### src/rtl/csu_pkg.sv
// rtl/csu_pkg.sv - shared types and constants for the context save unit
package csu_pkg;

    typedef enum logic [2:0] {
        S_IDLE,
        S_SAVE_RF,
        S_SAVE_PC,
        S_SAVE_ACK,
        S_RST_RD,
        S_RST_PC,
        S_RST_DONE,
        S_RST_ERR
    } csu_state_e;

    localparam int NREGS_DEF  = 32;
    localparam int NPROC_DEF  = 8;
    localparam int OFF_PC     = NREGS_DEF;
    localparam int ID_W       = $clog2(NPROC_DEF);
    localparam int RI_W       = $clog2(NREGS_DEF);

    // A slot must hold every GPR plus the PC word.
    function automatic bit stride_ok(input int nregs, input int stride);
        return stride >= nregs + 1;
    endfunction

endpackage

### src/rtl/ctx_addr_gen.sv
// rtl/ctx_addr_gen.sv - maps (slot id, word offset) to a data-memory word address
module ctx_addr_gen #(
    parameter int ADDR_W     = 12,
    parameter int ID_W       = 3,
    parameter int OFF_W      = 6,
    parameter int CTX_BASE   = 3072,
    parameter int CTX_STRIDE = 64
) (
    input  logic [ID_W-1:0]   id,
    input  logic [OFF_W-1:0]  off,
    output logic [ADDR_W-1:0] addr
);

    // All terms are cast to ADDR_W so the sum wraps mod 2^ADDR_W.
    always_comb begin
        addr = ADDR_W'(CTX_BASE) + ADDR_W'(id) * ADDR_W'(CTX_STRIDE) + ADDR_W'(off);
    end

endmodule

### src/rtl/context_save_unit.sv
// rtl/context_save_unit.sv - saves/restores a process context (GPRs + PC) to data memory
module context_save_unit
    import csu_pkg::*;
#(
    parameter int ADDR_W     = 12,
    parameter int DATA_W     = 32,
    parameter int NREGS      = NREGS_DEF,
    parameter int NPROC      = NPROC_DEF,
    parameter int CTX_BASE   = 3072,
    parameter int CTX_STRIDE = 64
) (
    input  logic                      ck,
    input  logic                      nReset,
    input  logic                      stored,
    input  logic [ADDR_W-1:0]         pc_saved,
    input  logic [$clog2(NPROC)-1:0]  proc_id,
    input  logic                      restore_req,
    input  logic [$clog2(NPROC)-1:0]  restore_id,
    output logic [$clog2(NREGS)-1:0]  rf_raddr,
    input  logic [DATA_W-1:0]         rf_rdata,
    output logic                      rf_we,
    output logic [$clog2(NREGS)-1:0]  rf_waddr,
    output logic [DATA_W-1:0]         rf_wdata,
    output logic [ADDR_W-1:0]         mem_addr,
    output logic                      mem_we,
    output logic [DATA_W-1:0]         mem_wdata,
    input  logic [DATA_W-1:0]         mem_rdata,
    output logic                      stored_OK,
    output logic                      restore_done,
    output logic [ADDR_W-1:0]         restore_pc,
    output logic                      ctx_err,
    output logic                      busy,
    output logic [NPROC-1:0]          ctx_valid
);

    localparam int IDW = $clog2(NPROC);
    localparam int RIW = $clog2(NREGS);
    localparam int IXW = $clog2(NREGS + 1);

    if (!stride_ok(NREGS, CTX_STRIDE)) begin : g_stride_check
        $error("context_save_unit: CTX_STRIDE must be >= NREGS+1");
    end

    csu_state_e        state, state_n;
    logic [IXW-1:0]    idx;
    logic [IDW-1:0]    cur_id;
    logic [ADDR_W-1:0] cur_pc;
    logic              save_pend, rst_pend;
    logic [IDW-1:0]    save_pend_id, rst_pend_id;
    logic [ADDR_W-1:0] save_pend_pc;
    logic [NPROC-1:0]  ctx_valid_q;
    logic [ADDR_W-1:0] restore_pc_q;
    logic [IXW-1:0]    off;
    logic [ADDR_W-1:0] slot_addr;

    // A live request on the port takes precedence over (and replaces) a pending one.
    logic              eff_save, eff_rst;
    logic [IDW-1:0]    eff_save_id, eff_rst_id;
    logic [ADDR_W-1:0] eff_save_pc;

    assign eff_save    = stored | save_pend;
    assign eff_save_id = stored ? proc_id : save_pend_id;
    assign eff_save_pc = stored ? pc_saved : save_pend_pc;
    assign eff_rst     = restore_req | rst_pend;
    assign eff_rst_id  = restore_req ? restore_id : rst_pend_id;

    always_ff @(posedge ck or negedge nReset) begin
        if (!nReset) begin
            state <= S_IDLE;
        end else begin
            state <= state_n;
        end
    end

    always_comb begin
        state_n = state;
        case (state)
            S_IDLE: begin
                if (eff_save) begin
                    state_n = S_SAVE_RF;
                end else if (eff_rst) begin
                    state_n = ctx_valid_q[eff_rst_id] ? S_RST_RD : S_RST_ERR;
                end
            end
            S_SAVE_RF:  if (idx == IXW'(NREGS - 1)) state_n = S_SAVE_PC;
            S_SAVE_PC:  state_n = S_SAVE_ACK;
            S_SAVE_ACK: state_n = S_IDLE;
            S_RST_RD:   if (idx == IXW'(NREGS - 1)) state_n = S_RST_PC;
            S_RST_PC:   state_n = S_RST_DONE;
            S_RST_DONE: state_n = S_IDLE;
            S_RST_ERR:  state_n = S_IDLE;
            default:    state_n = S_IDLE;
        endcase
    end

    always_ff @(posedge ck or negedge nReset) begin
        if (!nReset) begin
            idx          <= '0;
            cur_id       <= '0;
            cur_pc       <= '0;
            save_pend    <= 1'b0;
            save_pend_id <= '0;
            save_pend_pc <= '0;
            rst_pend     <= 1'b0;
            rst_pend_id  <= '0;
            ctx_valid_q  <= '0;
            restore_pc_q <= '0;
        end else begin
            if (state == S_IDLE) begin
                idx <= '0;
                if (eff_save) begin
                    cur_id      <= eff_save_id;
                    cur_pc      <= eff_save_pc;
                    save_pend   <= 1'b0;
                    rst_pend    <= eff_rst;
                    rst_pend_id <= eff_rst_id;
                end else if (eff_rst) begin
                    cur_id   <= eff_rst_id;
                    rst_pend <= 1'b0;
                end
            end else begin
                if (stored) begin
                    save_pend    <= 1'b1;
                    save_pend_id <= proc_id;
                    save_pend_pc <= pc_saved;
                end
                if (restore_req) begin
                    rst_pend    <= 1'b1;
                    rst_pend_id <= restore_id;
                end
                if (state == S_SAVE_RF || state == S_RST_RD) begin
                    idx <= idx + IXW'(1);
                end
            end
            if (state == S_SAVE_PC) ctx_valid_q[cur_id] <= 1'b1;
            if (state == S_RST_DONE) restore_pc_q <= mem_rdata[ADDR_W-1:0];
            if (state == S_RST_ERR) restore_pc_q <= '0;
        end
    end

    // Restore reads run one cycle ahead of the RF writes: the word arriving now
    // belongs to the offset issued last cycle, hence rf_waddr = idx-1.
    always_comb begin
        rf_raddr     = '0;
        rf_we        = 1'b0;
        rf_waddr     = '0;
        rf_wdata     = '0;
        mem_we       = 1'b0;
        mem_wdata    = '0;
        off          = '0;
        stored_OK    = 1'b0;
        restore_done = 1'b0;
        ctx_err      = 1'b0;
        restore_pc   = restore_pc_q;
        case (state)
            S_SAVE_RF: begin
                rf_raddr  = idx[RIW-1:0];
                mem_we    = 1'b1;
                mem_wdata = rf_rdata;
                off       = idx;
            end
            S_SAVE_PC: begin
                mem_we    = 1'b1;
                mem_wdata = DATA_W'(cur_pc);
                off       = IXW'(NREGS);
            end
            S_SAVE_ACK: stored_OK = 1'b1;
            S_RST_RD: begin
                off      = idx;
                rf_we    = (idx >= IXW'(2));
                rf_waddr = RIW'(idx - IXW'(1));
                rf_wdata = mem_rdata;
            end
            S_RST_PC: begin
                off      = IXW'(NREGS);
                rf_we    = 1'b1;
                rf_waddr = RIW'(NREGS - 1);
                rf_wdata = mem_rdata;
            end
            S_RST_DONE: begin
                off          = IXW'(NREGS);
                restore_done = 1'b1;
                restore_pc   = mem_rdata[ADDR_W-1:0];
            end
            S_RST_ERR: begin
                restore_done = 1'b1;
                ctx_err      = 1'b1;
                restore_pc   = '0;
            end
            default: ;
        endcase
    end

    ctx_addr_gen #(
        .ADDR_W     (ADDR_W),
        .ID_W       (IDW),
        .OFF_W      (IXW),
        .CTX_BASE   (CTX_BASE),
        .CTX_STRIDE (CTX_STRIDE)
    ) u_addr_gen (
        .id   (cur_id),
        .off  (off),
        .addr (slot_addr)
    );

    assign mem_addr  = busy ? slot_addr : '0;
    assign busy      = (state != S_IDLE);
    assign ctx_valid = ctx_valid_q;

endmodule

### config.mk
export PLATFORM = sky130hd
export DESIGN_NAME = context_save_unit
export DESIGN_NICKNAME = d
export VERILOG_FILES = /design/src/rtl/csu_pkg.sv /design/src/rtl/ctx_addr_gen.sv /design/src/rtl/context_save_unit.sv
export SDC_FILE = /design/constraint.sdc
export NUM_CORES = 1
export LEC_CHECK = 0
export CAP_MARGIN = 5
export CORE_ASPECT_RATIO = 0.5
export CORE_UTILIZATION = 44
export CTS_CLUSTER_SIZE = 16
export DETAILED_ROUTE_END_ITERATION = 10
export GPL_TIMING_DRIVEN = 0
export PLACE_DENSITY = 0.93
export SLEW_MARGIN = 20
export SYNTH_ARGS = -nofsm -noshare
export SYNTH_HDL_FRONTEND = slang
export SYNTH_HIERARCHICAL = 1
export SYNTH_SLANG_ARGS = --single-unit
### constraint.sdc
create_clock -name ck -period 4.8 [get_ports ck]
set_clock_uncertainty 0.1 [all_clocks]
set_input_delay 0.48 -clock ck [delete_from_list [all_inputs] [get_ports ck]]
set_output_delay 0.48 -clock ck [all_outputs]
set_load 0.05 [all_outputs]
==> reports/qor.yml <==
die_y_um: 68.7
ant_nets: 0
max_cap_viol_count: 0
finalNetCount: 735
crit_chain: "buf_2, inv_2, nor3_4, clkbuf_1, and2_1, clkdlybuf4s50_1"
crit_family: "buffers and inverters"
drt-wirelength-per-cell_um: 16.4
place_area_um2: 6040
outcome: "complete, no violations"
grt_use_total: 0.277
synth-edff-count: 0
post-dp-hpwl_mm: 9.46
mostFrequentLayoutCells: "194 x clkdlybuf4s50_1, 72 x and2_1, 64 x dfrtp_1, 49 x nand2_1, 40 x o21ai_0"
overflow: 0
syn_area_um2: 3920
finalSetupViolations: 0
r2r_slack_ns: 2.74
cts_tree: "done"
die_area_um2: 9310
min_period_ns: 3.56
end_kind: "primary output"
crit_type: "register to primary output"
syn2layout_area_growth_pct: 61.6
first_pass_iters: 5
final_area_um2: 6330
async_flop_share: 1.00
dp_slack_ns: 1.64
critPathArrivalTime_ns: 2.98
yosysTopAreaCell: "dfrtp_1"
rows: 23
die_w_um: 135
clkSlewWorstSetupHoldPaths_ns: 0.06
dp_cells: 746
via_per_inst: 5.22
io_buffer_count: 195
syn_inst: 437
startpoint_type: "register"
final.fill_count: 581
cpMaxStageDelayCell: "clkdlybuf4s50_1"
finalCritPeriodShare: 0.742
vias: 3986
cts_resized: 0
clockRootBuffer: "clkbuf_16"
clk-insertion-delay-late_ns: 0.34
pwr_density_cell_nw_per_um2: 732
rsz0062_at_grt: "no"
crit_path_max_fanout: 10
first_iter_violations: 261
clk_path_buf_depth: 2
antenna_cells: 0
synth_warnings: 6
final_common_cell: "clkdlybuf4s50_1"
final-hold-violation-count: 0
irDropWorstVdd_uv: 355
p_leak_uw: 0.00269
num_io_pins: 198
tritoncts.num_buffers: 9
layout-drive-gt1-share: 0.109
synth_top_area_frac: 0.409
grt_pass1_vias: 3695
cpPeakStageDelay_ns: 0.81
critical_path_buf_inv_count: 4
fin_cells: 763
worst_pin_slew_ns: 0.697
final.setup.tns_ns: 0
clock-sinks: 64
required_ns: 4.22
grt_pass1_wl_mm: 19.2
grt_max_degree: 59
htreeDepth: 3
drcViolationCount: 0
start_util: 0.471
core_area_um2: 8320
antenna_found_initial: 0
yosys-top-cells-area: "dfrtp_1 41%, and2_1 11%, o21ai_0 5.1%"
slew_viol_final: 0
ys_ff_latch: 64
relSlewSlack: 0.531
place.gp.congestion: 0.813
avgSynthCellArea_um2: 8.97
synth-main-ff-cell: "dfrtp_1"
wl_mm: 12.5
hold_class: "register to register"
yosysSeqAreaShare: 0.409
fmax_mhz: 281
setup_ws_ns: 1.24
ys_types: 47
## synthesized netlist by cell type, types with 2 or more instances
library cell and count:
mux2i_1 17, or2b_1 2, xnor2_1 4, ha_1 3, a31oi_1 3, dfrtp_1 64
a21oi_1 16, nor2_1 29, a31o_2 4, buf_4 15, o21ai_0 40, inv_1 7
nor2b_1 6, nor3_1 7, mux2_2 17, nand2_1 49, conb_1 2, buf_2 7
clkbuf_1 18, xor2_1 3, and2_1 72, o211ai_1 2, inv_2 2, a21o_1 3
o31ai_1 3, nor4_1 4, a22o_1 12, nand2b_1 5, nor3_4 3
## metal layers
layer | vias up | global-route usage | part of all wire
li1 | 1893 | - | -
met2 | 158 | 0.492 | 0.50
met5 | - | 0 | 0
met1 | 1918 | 0.338 | 0.42
met3 | 17 | 0.0731 | 0.068
met4 | 0 | 0.0829 | 0.014
## stage by stage
| step | hold slack (ns) | utilization | total power (µW) |
|---|---|---|---|
| 2_1_floorplan | 0.0844 | - | 3000 |
| 3_3_place_gp | 0.352 | 0.723 | 3910 |
| 3_5_place_dp | 0.211 | 0.726 | 4000 |
| 4_1_cts | 0.381 | 0.761 | 4640 |
| 5_1_grt | 0.400 | 0.761 | 4870 |
| 6_report | 0.376 | 0.761 | 4630 |
## sequential cells by signal, indices dropped and copies added, names as in the netlist
name and flops:
state 3, ctx_valid 8, cur_pc 12, idx 6
rst_pend 1, cur_id 3, restore_pc_q 12, save_pend_id 3
rst_pend_id 3, save_pend_pc 12, save_pend 1
## worst register-to-register path, stage by stage, from the launching register on
cell,delay (ns)
dfrtp_1,0.37
buf_2,0.21
nor3_4,0.30
inv_1,0.20
nand2_2,0.18
buf_4,0.23
mux2_2,0.36
## what timing repair did
action / CTS / global route
hold endpoints to repair: 6 / 0
hold buffers: 1 / 0
buffers inserted: 0 / 0
## cells by family (layout without fill, tap and decap cells)
logic type,Yosys count,in the layout,synth area share
simple gates,182,182,0.248
compound gates,95,95,0.157
other cells,2,3,0.00192
xor+xnor,7,7,0.0156
mux,34,34,0.0923
flops,64,64,0.409
fa+ha+maj,4,4,0.0121
buf+inv,49,262,0.0635
## power breakdown
group | total [µW] | switching [µW] | internal, µW
logic | 3070 | 2000 | 1070
clock network | 616 | 262 | 353
registers | 946 | 171 | 775
total | 4630 | 2440 | 2200
## final timing paths
| kind | from | end | cells past startpoint |
|---|---|---|---|
| setup / recovery | state[0] | mem_wdata[22] | 6 |
| hold / removal | restore_pc_q[9] | restore_pc_q[9] | 2 |
| setup reg to reg | state[0] | save_pend_pc[9] | 6 |
| hold reg to reg | restore_pc_q[9] | restore_pc_q[9] | 2 |
| max in group asynchronous | nReset | restore_pc_q[0] | 3 |
| min in group asynchronous | nReset | save_pend_pc[7] | 2 |
## area by class of cell
| cell class | count | area (µm²) | area share |
|---|---|---|---|
| flip-flops and latches | 64 | 1600 | 0.253 |
| well taps | 112 | 140 | 0.0221 |
| clock buffers | 9 | 225 | 0.0356 |
| plain buffers | 40 | 215 | 0.0340 |
| clock inverters | 7 | 56.3 | 0.00889 |
| inverters | 9 | 33.8 | 0.00534 |
| multi-input cells | 325 | 2070 | 0.327 |
| repair buffers | 197 | 1990 | 0.314 |
Note: power is estimated with default switching activity, not from simulation.
